## src/rtl/apb_pkg.sv

```systemverilog
// Shared types for the APB master bridge: FSM states, response-error codes, select-field width helper.
// Pure declarations; no timing or backpressure of its own.
package apb_pkg;

    typedef enum logic [1:0] {
        IDLE   = 2'd0,
        SETUP  = 2'd1,
        ACCESS = 2'd2
    } state_t;

    localparam logic [1:0] ERR_NONE    = 2'd0;
    localparam logic [1:0] ERR_SLV     = 2'd1;
    localparam logic [1:0] ERR_DECODE  = 2'd2;
    localparam logic [1:0] ERR_TIMEOUT = 2'd3;

    // A single slave still needs one select bit so the field is never zero-width.
    function automatic int sel_w(input int num_slv);
        return (num_slv <= 2) ? 1 : $clog2(num_slv);
    endfunction

endpackage

```

## src/rtl/apb_master_nslv_if.sv

```systemverilog
// Command/response port plus APB bus bundle; master = bridge view, slave = controller/slave-bank view.
// Wires only; cmd_valid/cmd_ready carry the request backpressure.
interface apb_master_nslv_if #(
    parameter int ADDR_W  = 32,
    parameter int DATA_W  = 32,
    parameter int NUM_SLV = 4
);
    logic                        cmd_valid;
    logic                        cmd_ready;
    logic                        cmd_write;
    logic [ADDR_W-1:0]           cmd_addr;
    logic [DATA_W-1:0]           cmd_wdata;
    logic                        rsp_valid;
    logic [DATA_W-1:0]           rsp_rdata;
    logic                        rsp_err;
    logic [ADDR_W-1:0]           PADDR;
    logic [NUM_SLV-1:0]          PSEL;
    logic                        PENABLE;
    logic                        PWRITE;
    logic [DATA_W-1:0]           PWDATA;
    logic [NUM_SLV*DATA_W-1:0]   PRDATA;
    logic [NUM_SLV-1:0]          PREADY;
    logic [NUM_SLV-1:0]          PSLVERR;

    modport master (
        input  cmd_valid, cmd_write, cmd_addr, cmd_wdata, PRDATA, PREADY, PSLVERR,
        output cmd_ready, rsp_valid, rsp_rdata, rsp_err, PADDR, PSEL, PENABLE, PWRITE, PWDATA
    );

    modport slave (
        output cmd_valid, cmd_write, cmd_addr, cmd_wdata, PRDATA, PREADY, PSLVERR,
        input  cmd_ready, rsp_valid, rsp_rdata, rsp_err, PADDR, PSEL, PENABLE, PWRITE, PWDATA
    );
endinterface

```

## src/rtl/apb_addr_decoder.sv

```systemverilog
// Address to one-hot slave select; flags select-field values with no slave behind them.
// Purely combinational, no backpressure.
module apb_addr_decoder import apb_pkg::*; #(
    parameter int ADDR_W  = 32,
    parameter int NUM_SLV = 4,
    parameter int SEL_LSB = 12,
    localparam int SEL_W  = sel_w(NUM_SLV)
) (
    input  logic [ADDR_W-1:0]  i_addr,
    output logic [NUM_SLV-1:0] o_sel,
    output logic [SEL_W-1:0]   o_idx,
    output logic               o_decode_err
);
    logic w_unused_addr;

    // Only the select field matters here; the rest of the address goes to PADDR.
    assign w_unused_addr = ^i_addr;
    assign o_idx         = i_addr[SEL_LSB +: SEL_W];
    assign o_decode_err  = (int'(o_idx) >= NUM_SLV);

    always_comb begin
        o_sel = '0;
        for (int i = 0; i < NUM_SLV; i++) begin
            o_sel[i] = !o_decode_err && (o_idx == SEL_W'(i));
        end
    end
endmodule

```

## src/rtl/apb_master_nslv.sv

```systemverilog
// APB master bridge to NUM_SLV slaves; APB_TIMEOUT_EN adds an ACCESS wait-cycle abort.
// Response 3 cycles after accept plus wait states; cmd_ready only in IDLE, so one command in flight.
module apb_master_nslv import apb_pkg::*; #(
    parameter int ADDR_W  = 32,
    parameter int DATA_W  = 32,
    parameter int NUM_SLV = 4,
    parameter int SEL_LSB = 12,
    parameter int TIMEOUT = 16
) (
    input  logic              PCLK,
    input  logic              PRESET,
    apb_master_nslv_if.master bus
);
    localparam int SEL_W = sel_w(NUM_SLV);

    if (NUM_SLV < 1 || NUM_SLV > 16 || !(DATA_W == 8 || DATA_W == 16 || DATA_W == 32) || TIMEOUT < 1) begin : g_bad_param
        $error("apb_master_nslv: unsupported parameter set");
    end

    state_t              r_state;
    state_t              w_state_nxt;
    logic [ADDR_W-1:0]   r_addr;
    logic [DATA_W-1:0]   r_wdata;
    logic                r_write;
    logic [SEL_W-1:0]    r_idx;
    logic [NUM_SLV-1:0]  r_sel;
    logic                r_rsp_vld;
    logic [1:0]          r_rsp_code;
    logic [DATA_W-1:0]   r_rsp_rdata;

    logic [NUM_SLV-1:0]  w_dec_sel;
    logic [SEL_W-1:0]    w_dec_idx;
    logic                w_dec_err;
    logic                w_accept;
    logic                w_slv_rdy;
    logic                w_slv_err;
    logic [DATA_W-1:0]   w_slv_rdata;
    logic                w_timeout;
    logic                w_rsp_vld_nxt;
    logic [1:0]          w_rsp_code_nxt;
    logic [DATA_W-1:0]   w_rsp_rdata_nxt;

    apb_addr_decoder #(
        .ADDR_W  (ADDR_W),
        .NUM_SLV (NUM_SLV),
        .SEL_LSB (SEL_LSB)
    ) u_dec (
        .i_addr       (bus.cmd_addr),
        .o_sel        (w_dec_sel),
        .o_idx        (w_dec_idx),
        .o_decode_err (w_dec_err)
    );

    assign w_accept    = (r_state == IDLE) && bus.cmd_valid;
    // Only the addressed slave's return signals are ever looked at.
    assign w_slv_rdy   = bus.PREADY[r_idx];
    assign w_slv_err   = bus.PSLVERR[r_idx];
    assign w_slv_rdata = bus.PRDATA[int'(r_idx)*DATA_W +: DATA_W];

`ifdef APB_TIMEOUT_EN
    localparam int TO_W = $clog2(TIMEOUT + 1);
    logic [TO_W-1:0] r_to_cnt;

    assign w_timeout = (r_state == ACCESS) && !w_slv_rdy && (r_to_cnt == TO_W'(TIMEOUT - 1));

    // Sits at zero outside ACCESS, so it is already clear on ACCESS entry.
    always_ff @(posedge PCLK) begin
        if (PRESET || r_state != ACCESS) begin
            r_to_cnt <= '0;
        end else if (!w_slv_rdy) begin
            r_to_cnt <= r_to_cnt + 1'b1;
        end
    end
`else
    assign w_timeout = 1'b0;
`endif

    always_comb begin
        w_state_nxt     = r_state;
        w_rsp_vld_nxt   = 1'b0;
        w_rsp_code_nxt  = ERR_NONE;
        w_rsp_rdata_nxt = '0;
        case (r_state)
            IDLE: begin
                if (bus.cmd_valid) begin
                    if (w_dec_err) begin
                        w_rsp_vld_nxt  = 1'b1;
                        w_rsp_code_nxt = ERR_DECODE;
                    end else begin
                        w_state_nxt = SETUP;
                    end
                end
            end
            SETUP: w_state_nxt = ACCESS;
            ACCESS: begin
                if (w_slv_rdy) begin
                    w_state_nxt     = IDLE;
                    w_rsp_vld_nxt   = 1'b1;
                    w_rsp_code_nxt  = w_slv_err ? ERR_SLV : ERR_NONE;
                    w_rsp_rdata_nxt = (!r_write && !w_slv_err) ? w_slv_rdata : '0;
                end else if (w_timeout) begin
                    w_state_nxt    = IDLE;
                    w_rsp_vld_nxt  = 1'b1;
                    w_rsp_code_nxt = ERR_TIMEOUT;
                end
            end
            default: w_state_nxt = IDLE;
        endcase
    end

    always_ff @(posedge PCLK) begin
        if (PRESET) begin
            r_state     <= IDLE;
            r_rsp_vld   <= 1'b0;
            r_rsp_code  <= ERR_NONE;
            r_rsp_rdata <= '0;
        end else begin
            r_state     <= w_state_nxt;
            r_rsp_vld   <= w_rsp_vld_nxt;
            r_rsp_code  <= w_rsp_code_nxt;
            r_rsp_rdata <= w_rsp_rdata_nxt;
        end
    end

    always_ff @(posedge PCLK) begin
        if (PRESET) begin
            r_addr  <= '0;
            r_wdata <= '0;
            r_write <= 1'b0;
            r_idx   <= '0;
            r_sel   <= '0;
        end else if (w_accept) begin
            r_addr  <= bus.cmd_addr;
            r_wdata <= bus.cmd_wdata;
            r_write <= bus.cmd_write;
            r_idx   <= w_dec_idx;
            r_sel   <= w_dec_sel;
        end
    end

    // cmd_ready is gated by reset so every output reads 0 while PRESET is held.
    assign bus.cmd_ready = (r_state == IDLE) && !PRESET;
    assign bus.PADDR     = r_addr;
    assign bus.PWRITE    = r_write;
    assign bus.PWDATA    = r_wdata;
    assign bus.PSEL      = (r_state == SETUP || r_state == ACCESS) ? r_sel : '0;
    assign bus.PENABLE   = (r_state == ACCESS);
    assign bus.rsp_valid = r_rsp_vld;
    assign bus.rsp_err   = (r_rsp_code != ERR_NONE);
    assign bus.rsp_rdata = r_rsp_rdata;
endmodule

```

## src/flat_wrapper.sv

```systemverilog
// flat-port wrapper written by rule: the top's interface ports become plain ports
module apb_master_nslv_flat import apb_pkg::*;
#(
    parameter int ADDR_W  = 32,
    parameter int DATA_W  = 32,
    parameter int NUM_SLV = 4,
    parameter int SEL_LSB = 12,
    parameter int TIMEOUT = 16
)
  (PCLK, PRESET, bus_cmd_valid, bus_cmd_write, bus_cmd_addr, bus_cmd_wdata, bus_PRDATA, bus_PREADY, bus_PSLVERR, bus_cmd_ready, bus_rsp_valid, bus_rsp_rdata, bus_rsp_err, bus_PADDR, bus_PSEL, bus_PENABLE, bus_PWRITE, bus_PWDATA);
  apb_master_nslv_if #(.ADDR_W(ADDR_W), .DATA_W(DATA_W), .NUM_SLV(NUM_SLV)) bus_i ();
  input  logic PCLK;
  input  logic PRESET;
  input wire logic [$bits(bus_i.cmd_valid)-1:0] bus_cmd_valid;
  input wire logic [$bits(bus_i.cmd_write)-1:0] bus_cmd_write;
  input wire logic [$bits(bus_i.cmd_addr)-1:0] bus_cmd_addr;
  input wire logic [$bits(bus_i.cmd_wdata)-1:0] bus_cmd_wdata;
  input wire logic [$bits(bus_i.PRDATA)-1:0] bus_PRDATA;
  input wire logic [$bits(bus_i.PREADY)-1:0] bus_PREADY;
  input wire logic [$bits(bus_i.PSLVERR)-1:0] bus_PSLVERR;
  output wire logic [$bits(bus_i.cmd_ready)-1:0] bus_cmd_ready;
  output wire logic [$bits(bus_i.rsp_valid)-1:0] bus_rsp_valid;
  output wire logic [$bits(bus_i.rsp_rdata)-1:0] bus_rsp_rdata;
  output wire logic [$bits(bus_i.rsp_err)-1:0] bus_rsp_err;
  output wire logic [$bits(bus_i.PADDR)-1:0] bus_PADDR;
  output wire logic [$bits(bus_i.PSEL)-1:0] bus_PSEL;
  output wire logic [$bits(bus_i.PENABLE)-1:0] bus_PENABLE;
  output wire logic [$bits(bus_i.PWRITE)-1:0] bus_PWRITE;
  output wire logic [$bits(bus_i.PWDATA)-1:0] bus_PWDATA;
  assign bus_i.cmd_valid = bus_cmd_valid;
  assign bus_i.cmd_write = bus_cmd_write;
  assign bus_i.cmd_addr = bus_cmd_addr;
  assign bus_i.cmd_wdata = bus_cmd_wdata;
  assign bus_i.PRDATA = bus_PRDATA;
  assign bus_i.PREADY = bus_PREADY;
  assign bus_i.PSLVERR = bus_PSLVERR;
  assign bus_cmd_ready = bus_i.cmd_ready;
  assign bus_rsp_valid = bus_i.rsp_valid;
  assign bus_rsp_rdata = bus_i.rsp_rdata;
  assign bus_rsp_err = bus_i.rsp_err;
  assign bus_PADDR = bus_i.PADDR;
  assign bus_PSEL = bus_i.PSEL;
  assign bus_PENABLE = bus_i.PENABLE;
  assign bus_PWRITE = bus_i.PWRITE;
  assign bus_PWDATA = bus_i.PWDATA;
  apb_master_nslv #(.ADDR_W(ADDR_W), .DATA_W(DATA_W), .NUM_SLV(NUM_SLV), .SEL_LSB(SEL_LSB), .TIMEOUT(TIMEOUT)) u_core (.PCLK(PCLK), .PRESET(PRESET), .bus(bus_i));
endmodule
```

## config.mk

```make
export PLATFORM = sky130hd
export DESIGN_NAME = apb_master_nslv_flat
export DESIGN_NICKNAME = d
export VERILOG_FILES = /design/src/rtl/apb_pkg.sv /design/src/rtl/apb_master_nslv_if.sv /design/src/rtl/apb_addr_decoder.sv /design/src/rtl/apb_master_nslv.sv /design/src/flat_wrapper.sv
export SDC_FILE = /design/constraint.sdc
export NUM_CORES = 1
export LEC_CHECK = 0
export CAP_MARGIN = 20
export CORE_ASPECT_RATIO = 1.4
export CORE_MARGIN = 1.5
export CORE_UTILIZATION = 32
export CTS_CLUSTER_SIZE = 10
export DETAILED_ROUTE_END_ITERATION = 8
export PLACE_DENSITY_LB_ADDON = 0.3
export SYNTH_ARGS = -nofsm -noshare
export SYNTH_HDL_FRONTEND = slang
export SYNTH_SLANG_ARGS = --single-unit
```

## constraint.sdc

```tcl
create_clock -name PCLK -period 2 [get_ports PCLK]
set_clock_uncertainty 0.2 [all_clocks]
set_input_delay 0.4 -clock PCLK [delete_from_list [all_inputs] [get_ports PCLK]]
set_output_delay 0.4 -clock PCLK [all_outputs]
set_load 0.1 [all_outputs]
```

# Yosys cells after proc, flatten, opt, wreduce, memory -nomap -nowiden
# Index checks and enable logic that the tools add are counted.
[op_classes]
shifts = 1
n_eq_ne = 7
reduce_logical = 14
n_lt_le_gt_ge = 1
mux = 10
bitwise = 3
[ops]
columns = ["cell", "n"]
rows = [
  ["$shiftx A128 B8 Y32", 1],
  ["$eq A2 B2 Y1 const B", 3],
  ["$pmux W2 S3", 1],
  ["$bmux W1 S2", 2],
  ["$eq A2 B1 Y1 const B", 2],
  ["$logic_not A2 Y1", 2],
  ["$mux W1", 4],
  ["$mux W2", 2],
  ["$mux W4", 1],
  ["$reduce_or A4 Y1", 1],
  ["$logic_and A1 B1 Y1", 3],
  ["$logic_not A1 Y1", 3],
  ["$lt A2 B3 Y1 const B", 1],
  ["$not A1 Y1", 3],
  ["$reduce_or A3 Y1", 1],
  ["$ne A2 B1 Y1 const B", 1],
  ["$ne A2 B2 Y1 const B", 1],
  ["$reduce_and A2 Y1", 1],
  ["$reduce_bool A2 Y1", 1],
  ["$reduce_or A2 Y1", 1],
  ["$logic_or A1 B1 Y1", 1],
]
[word_totals]
out_inout_bits = 105
input_bits = 204
register_bits = 108
elab_cells = 45

# Longest topological paths before layout
# Gate-level depths: netlist of run 1.
[depth]
depth_word = 6
mapped_depth = 8

# By module
# Synthesis of run 1 repeated with hierarchy kept, for this count alone.
[unflattened]
cells_unflattened = 464
hier_area_um2 = 4743.3
[modules_own_cells]
columns = ["module", "area_each_um2", "cells_per_inst", "seq_area_each_um2", "instances"]
rows = [
  ["apb_master_nslv", 4690.7, 456, 2162.1, 1],
  ["apb_addr_decoder", 52.6, 8, 0.0, 1],
]

# Worst setup path before layout of run 1
# OpenSTA, ideal clock, no wires.
[synth_timing]
kind = "register to register"
start = "register u_core.r_idx[0]"
end = "register u_core.r_rsp_rdata[0], in the netlist u_core.bus.rsp_rdata[0]"
period_less_slack_ns = 2.828
t_arrival_ns = 2.567
setup_time_ns = 0.061
path_buffers = 2
slack_ns = -0.828
path_stages_with_launch = 6
cell_sequence = "dfxtp_1 buf_6 mux4_2 or4b_4 buf_8 nor2b_4"
[synth_between]
elab_chain_cells = 6
elab_cells_between_ends = 10
cone_classes = "shift: 1; mux: 4; bitwise: 2; reduce/logical: 3"
[synth_lines]
columns = ["element", "line_no", "rtl"]
rows = [
  ["start: declaration", "apb_master_nslv.sv:25", "logic [SEL_W-1:0] r_idx;"],
  ["start signal: assignment", "apb_master_nslv.sv:136", "r_idx <= w_dec_idx;"],
  ["parallel branches: the longest is 6 deep, another holds $shiftx A128 B8 Y32", "-", ""],
  ["end signal: assignment", "apb_master_nslv.sv:121", "r_rsp_rdata <= w_rsp_rdata_nxt;"],
  ["end: declaration", "apb_master_nslv.sv:29", "logic [DATA_W-1:0] r_rsp_rdata;"],
]
# Several ways; the timed one is not identified. The select of a mux whose other input is x is not followed.
# A chain may end at the register's enable or synchronous reset.

# Worst setup path in the final report of run 1
[layout_timing]
start = "register u_core.r_idx[0]"
end = "register u_core.r_rsp_rdata[24], in the netlist u_core.bus.rsp_rdata[24]"
# Same word-level chain as after synthesis.

==> key figures, run 1 <==
Detailed routing
  • Final WL: roughly 17000 µm
  • DRC Markers: 0
  • Iter 0 DRT Violations: about 130
  • WL met1: 5530 µm
  • Drt pass-1 iters: 5
  • DRT antenna net count: 0
  • Total number of vias: approximately 4400
  • Vias per Instance: ~4.7
  • Routed wl met2: between 8000 and 9000 µm
  • WL/cell: around 18 µm
  • Met3 WL: between 2000 and 2500 µm
  • Top Metal Used: met4

Setup path
  • Setup crit start kind: register
  • Critical path endpoint category: register
  • Worst Path Required: 2090 ps
  • CP Class: register to register
  • CP arrival: roughly 2100 ps
  • Crit-path max FO: 12

Pwr
  • Psw: approximately 3.9 mW
  • Seq pwr share: 28.5%
  • VDD IR max: ~0.67 mV
  • Pint: around 5.3 mW
  • Power density cells: between 900 and 1000 mW/mm²
  • Clock power frac: 19.0%
  • Sw frac: a little over two fifths
  • Comb pwr share: a little over half
  • P_leak: 3.47 nW

Place
  • Post-Place Cells: between 900 and 1000
  • Placer Congestion: 0.769
  • # port buffers: ~300
  • DP HPWL: 13600 µm
  • Place WS: -436 ps

STA
  • RSZ-0062 raised after global routing: true
  • Worst slew margin: 49.2%
  • Final setup viols: 26
  • Setup TNS: -753 ps
  • Endpoints failing hold: 0
  • Tightest Pin Transition: about 760 ps
  • Tmin final: ~2000 ps
  • Setup ws final: -53.0 ps
  • Max-slew violations: 0
  • Maximum clock rate: between 400 and 500 MHz
  • Crit share post-route: 103%

Floorplan
  • # rows: 50
  • Core box area: ~0.014 mm²
  • Die X: a little over 100 µm
  • Initial Util: ~33%
  • Die area: ~0.015 mm²
  • Top Ports: roughly 310
  • Die H: approximately 140 µm

GRT
  • Final global-route overflow total: 0
  • First-pass GRT wire length: 24400 µm
  • Vias in the first global route: about 4500
  • Largest net degree at the start of global routing: between 70 and 80
  • Gr usage total: between 20 and 25%
  • Initial antenna violation count: 0

Finish
  • Area Overhead vs Synth: 107%
  • Layout cells sized above 1: between 20% and 30%
  • Nets: ~950
  • Diodes inserted: 0
  • Final non-filler cell total: 933

Status
  • Status: finished, violations left
  • Violated checks: setup timing

Job
  • MaxCap Viol Count: 0

Logic synthesis
  • Yosys top cell by area: dfxtp_1
  • Synth area leaders: dfxtp_1 47%, mux4_2 17%, nand2_1 11%, a21oi_1 7.7%, nor2b_2 3.9%
  • Synth Area per Inst: 10.1 µm²
  • Synth Net Count: ~650
  • Synth Register Bits: approximately 110
  • Register area share after synthesis: between 40% and 50%
  • Syn Std Cell Area: about 0.0045 mm²
  • Synthesized instance count: about 440
  • Area fraction of the dominant cell type after synthesis: between 40 and 50%
  • Ys Warns: 0
  • Count of cell types in the netlist: 22

Clock tree
  • Clock H-tree levels: 3
  • Clk pin slew, worst setup/hold paths: approximately 70 ps
  • Max clock buf depth: 2
  • CTS tree: done
  • Clock Sink Count: 105
  • Hold-fix buffers, CTS: 0
  • Clk_lat worst skew: ~340 ps
  • Inserted Clock Buffers: 9
  • Root buffer cell: clkbuf_16

Worst hold path
  • Hold Path Class: register to register
layout by cell type (no fill, tap or decap), types with 5 or more instances in the layout:
cell type	netlist	routed
clkbuf_16	0	11
nand2b_1	5	5
nor2b_4	10	11
nand2_1	135	134
dfxtp_1	105	101
nor2b_2	20	20
mux4_2	34	34
buf_4	0	14
a21oi_1	69	69
buf_12	0	110
clkdlybuf4s50_1	0	198
cell usage after synthesis, drive strengths merged:
cell / n
nand2: 135
dfxtp: 105
a21oi: 69
nor2b: 35
mux4: 34
clkbuf: 23
buf: 11
and2: 7
nand2b: 5
ha: 4
mux2i: 4
inv: 2
nand3b: 2
a221oi: 1
nand3: 1
nor4bb: 1
or3: 1
or4b: 1
logic make-up (layout without fill, tap and decap cells):
logic type      count (synthesis)  in the layout  synth area share [%]
buf+inv                        36            346                  3.79
flops                         105            105                  47.2
fa+ha+maj                       4              4                  1.12
simple gates                  188            188                  21.9
mux                            38             38                  18.1
compound gates                 70             70                  7.94
critical path, cell delays in order, from the launching register on:
cell and delay (ps):
dfxtp_4 360, mux4_2 520, or4b_4 570, clkbuf_16 220, nor2b_2 110
power by group through the flow:
| stage | registers (mW) | clock network [mW] | logic, mW |
|---|---|---|---|
| after floorplan | 4.19 | 0 | 1.26 |
| after detailed placement | 2.67 | 0 | 4.77 |
| after CTS | 2.62 | 1.80 | 4.83 |
| after global routing | 2.65 | 1.89 | 5.05 |
| after global placement | 2.65 | 0 | 4.70 |
| final | 2.62 | 1.75 | 4.84 |
flip-flops by register name, summed over array words and instances, names as in the netlist, 2 cells and up:
name,count
u_core.bus.PWDATA,32
u_core.bus.rsp_rdata,32
u_core.bus.PADDR,31
u_core.r_sel,4
u_core.r_state,2
metrics by stage:
stage          instance area (µm²)  total power, mW  utilization (%)  hold WS (ps)
5_1_grt                       9220             9.59             68.3           289
2_1_floorplan                 4490             5.45                -           227
6_report                      9220             9.21             68.3           258
3_3_place_gp                  8850             7.35             65.5           234
4_1_cts                       9180             9.26             67.9           246
3_5_place_dp                  8850             7.43             65.5           240
final cells by class:
type                            instances  area, µm²
Clock inverter                          5       35.0
Clock buffer                           11        264
Multi-Input combinational cell        300       2220
Tap cell                              182        228
Timing Repair Buffer                  328       4350
Inverter                                2       7.51
Sequential cell                       105       2110
Fill cell                            1005       4290
per-layer routing:
layer  vias to the layer above  GRT usage [%]
met3                        47           10.1
met5                         -              0
met1                      2013           21.2
met4                         0           13.7
li1                       2093              -
met2                       237           39.2
path summary, 6_finish.rpt:
path	startpoint	endpoint	slack (ps)	cells after the start
worst min register to register	u_core.r_sel[1]$_SDFFE_PP0P_	u_core.r_sel[1]$_SDFFE_PP0P_	260	2
worst max-delay path	u_core.r_idx[0]$_SDFFE_PP0P_	u_core.bus.rsp_rdata[24]$_SDFF_PP0_	-50	4
worst min-delay path	u_core.r_sel[1]$_SDFFE_PP0P_	u_core.r_sel[1]$_SDFFE_PP0P_	260	2
worst max register to register	u_core.r_idx[0]$_SDFFE_PP0P_	u_core.bus.rsp_rdata[24]$_SDFF_PP0_	-50	4
timing repair:
action,CTS,global route
setup endpoints to repair,36,29
cloned,0,1
resized for setup,12,4
pin swaps,0,5
buffers inserted,1,2
No activity file was read; power rests on OpenSTA's default activity.
==> inputs of run 2 (changes only) <==
--- a/config.mk
+++ b/config.mk
@@ -5,12 +5,14 @@
 export SDC_FILE = /design/constraint.sdc
 export NUM_CORES = 1
 export LEC_CHECK = 0
+export ABC_CLOCK_PERIOD_IN_PS = 2000
 export CAP_MARGIN = 20
 export CORE_ASPECT_RATIO = 1.4
 export CORE_MARGIN = 1.5
 export CORE_UTILIZATION = 32
 export CTS_CLUSTER_SIZE = 10
 export DETAILED_ROUTE_END_ITERATION = 8
+export GPL_TIMING_DRIVEN = 0
 export PLACE_DENSITY_LB_ADDON = 0.3
 export SYNTH_ARGS = -nofsm -noshare
 export SYNTH_HDL_FRONTEND = slang
==> key figures, run 2 (synthesis results as in run 1) <==
Job
  • MaxCap Viol Count: 0

STA
  • Maximum clock rate: around 470 MHz
  • Worst slew margin: between 50 and 60%
  • RSZ-0062 raised after global routing: true
  • Setup ws final: -149 ps
  • Tmin final: approximately 2100 ps
  • Endpoints failing hold: 0
  • Final setup viols: 31
  • Max-slew violations: 0
  • Crit share post-route: 107%
  • Tightest Pin Transition: 617 ps

Clock tree
  • Clk pin slew, worst setup/hold paths: around 80 ps
  • CTS tree: done
  • Clock Sink Count: between 100 and 150
  • Root buffer cell: clkbuf_16
  • Clock H-tree levels: 3
  • Max clock buf depth: 2
  • Clk_lat worst skew: around 350 ps
  • Inserted Clock Buffers: 9

Setup path
  • Slowest-stage cell, CP: or4b_4
  • Worst Path Required: between 2000 and 2500 ps
  • Critical path endpoint category: register
  • Crit-path max FO: 5
  • CP bufs+invs: 2
  • Slowest stage delay, CP: 600 ps
  • Setup crit start kind: register
  • CP cell instances: buf_12, mux4_2, or4b_4, buf_8, nor2b_4
  • CP top delay family: simple AND/OR/NAND/NOR gates
  • CP Class: register to register
  • CP arrival: ~2200 ps

Floorplan
  • Die H: roughly 140 µm
  • Initial Util: about a third
  • # rows: 50
  • Core box area: about 0.014 mm²
  • Die area: around 0.015 mm²
  • Die X: between 100 and 150 µm
  • Top Ports: ~310

Detailed routing
  • WL/cell: 18.4 µm
  • Met3 WL: about 2000 µm
  • DRC Markers: 0
  • Top Metal Used: met4
  • Drt pass-1 iters: 4
  • DRT antenna net count: 0
  • Total number of vias: 4534
  • Routed wl met2: roughly 8900 µm
  • Final WL: between 15000 and 20000 µm
  • WL met1: 5820 µm
  • Iter 0 DRT Violations: 116
  • Vias per Instance: approximately 4.8

Finish
  • Layout cells sized above 1: slightly below 30%
  • Commonest non-fill, non-tap cells in the layout: 202 x clkdlybuf4s50_1, 134 x nand2_1, 101 x dfxtp_1
  • Most common cell after layout, fill and taps aside: clkdlybuf4s50_1
  • Finished Core Util: between 60% and 70%
  • Area Overhead vs Synth: 90.3%
  • Nets: between 900 and 1000
  • Fill count: about 1200

Status
  • Violated checks: setup timing
  • Status: finished, violations left

Worst hold path
  • Hold Path Class: register to register

GRT
  • Largest net degree at the start of global routing: 20
  • Vias in the first global route: ~4700
  • Final global-route overflow total: 0
  • First-pass GRT wire length: roughly 25000 µm
  • Gr usage total: roughly 23%
  • Initial antenna violation count: 1

Place
  • DP HPWL: around 14000 µm
  • Place WS: -1090 ps
  • # port buffers: ~310
  • Placer Congestion: around 0.76

Pwr
  • P_leak: slightly above 3 nW
  • Power density cells: a little over 1000 mW/mm²
  • VDD IR max: about 0.69 mV
-- run 2: cell count changes in the layout (fill, tap and decap cells not counted), sizes merged, moves of 2 or more --
cell           delta
clkdlybuf4s15    +99
inv               +2
clkdlybuf4s50     +4
dlygate4sd2       -4
buf             -102
clkbuf           +20
-- run 2: final timing paths --
path / slack (ps) / start / depth (start not counted) / to
setup / recovery: -150 / u_core.r_idx[0]$_SDFFE_PP0P_ / 5 / u_core.bus.rsp_rdata[23]$_SDFF_PP0_
hold / removal: 260 / u_core.bus.PWDATA[24]$_SDFFE_PP0P_ / 2 / u_core.bus.PWDATA[24]$_SDFFE_PP0P_
setup reg to reg: -150 / u_core.r_idx[0]$_SDFFE_PP0P_ / 5 / u_core.bus.rsp_rdata[23]$_SDFF_PP0_
hold reg to reg: 260 / u_core.bus.PWDATA[24]$_SDFFE_PP0P_ / 2 / u_core.bus.PWDATA[24]$_SDFFE_PP0P_
-- run 2: area by class of cell --
cell class	instances	area, µm²	share of cell area [%]
repair buffers	315	3320	39.2
multi-input cells	300	2280	26.9
flip-flops and latches	105	2110	24.9
well taps	182	228	2.69
clock buffers	9	225	2.66
plain buffers	33	216	2.55
clock inverters	7	86.3	1.02
inverters	2	7.51	0.0885
diodes	1	2.50	0.0295
-- run 2: worst register-to-register path, delay by kind of cell, from the launching register on --
kind	cells	cell delay (ps)
simple gates	2	720
mux	1	510
flops	1	360
buf+inv	2	290
-- run 2: report_power, final --
part,total (mW),internal (mW),switching [mW]
clock,1.85,0.998,0.851
sequential,2.50,2.35,0.141
combinational,4.26,1.41,2.85
total,8.61,4.76,3.85
-- run 2: per-layer routing --
layer  up-vias  global-route usage (%)
met4         0                    11.8
met5         -                       0
met2       232                    41.6
met3        52                    9.35
met1      2109                    22.0
li1       2141                       -
-- run 2: through the flow --
stage | cells | area [µm²] | hold slack, ps | setup TNS, ps | power, mW
final | 954 | 8480 | 256 | -3780 | 8.61
after detailed placement | 931 | 7800 | 241 | -48550 | 6.70
after floorplan | 441 | 4490 | 227 | -8660 | 5.45
after global routing | 954 | 8480 | 273 | -5290 | 8.96
after CTS | 950 | 8430 | 252 | -6000 | 8.63
after global placement | 931 | 7800 | 236 | -44300 | 6.62
-- run 2: what timing repair did --
item / CTS / global route
pin swaps: 1 / 6
buffers inserted: 3 / 3
gates cloned: 1 / 0
endpoints found under the setup margin: 169 / 72
resized for setup: 377 / 18
hold buffers: 0 / 0
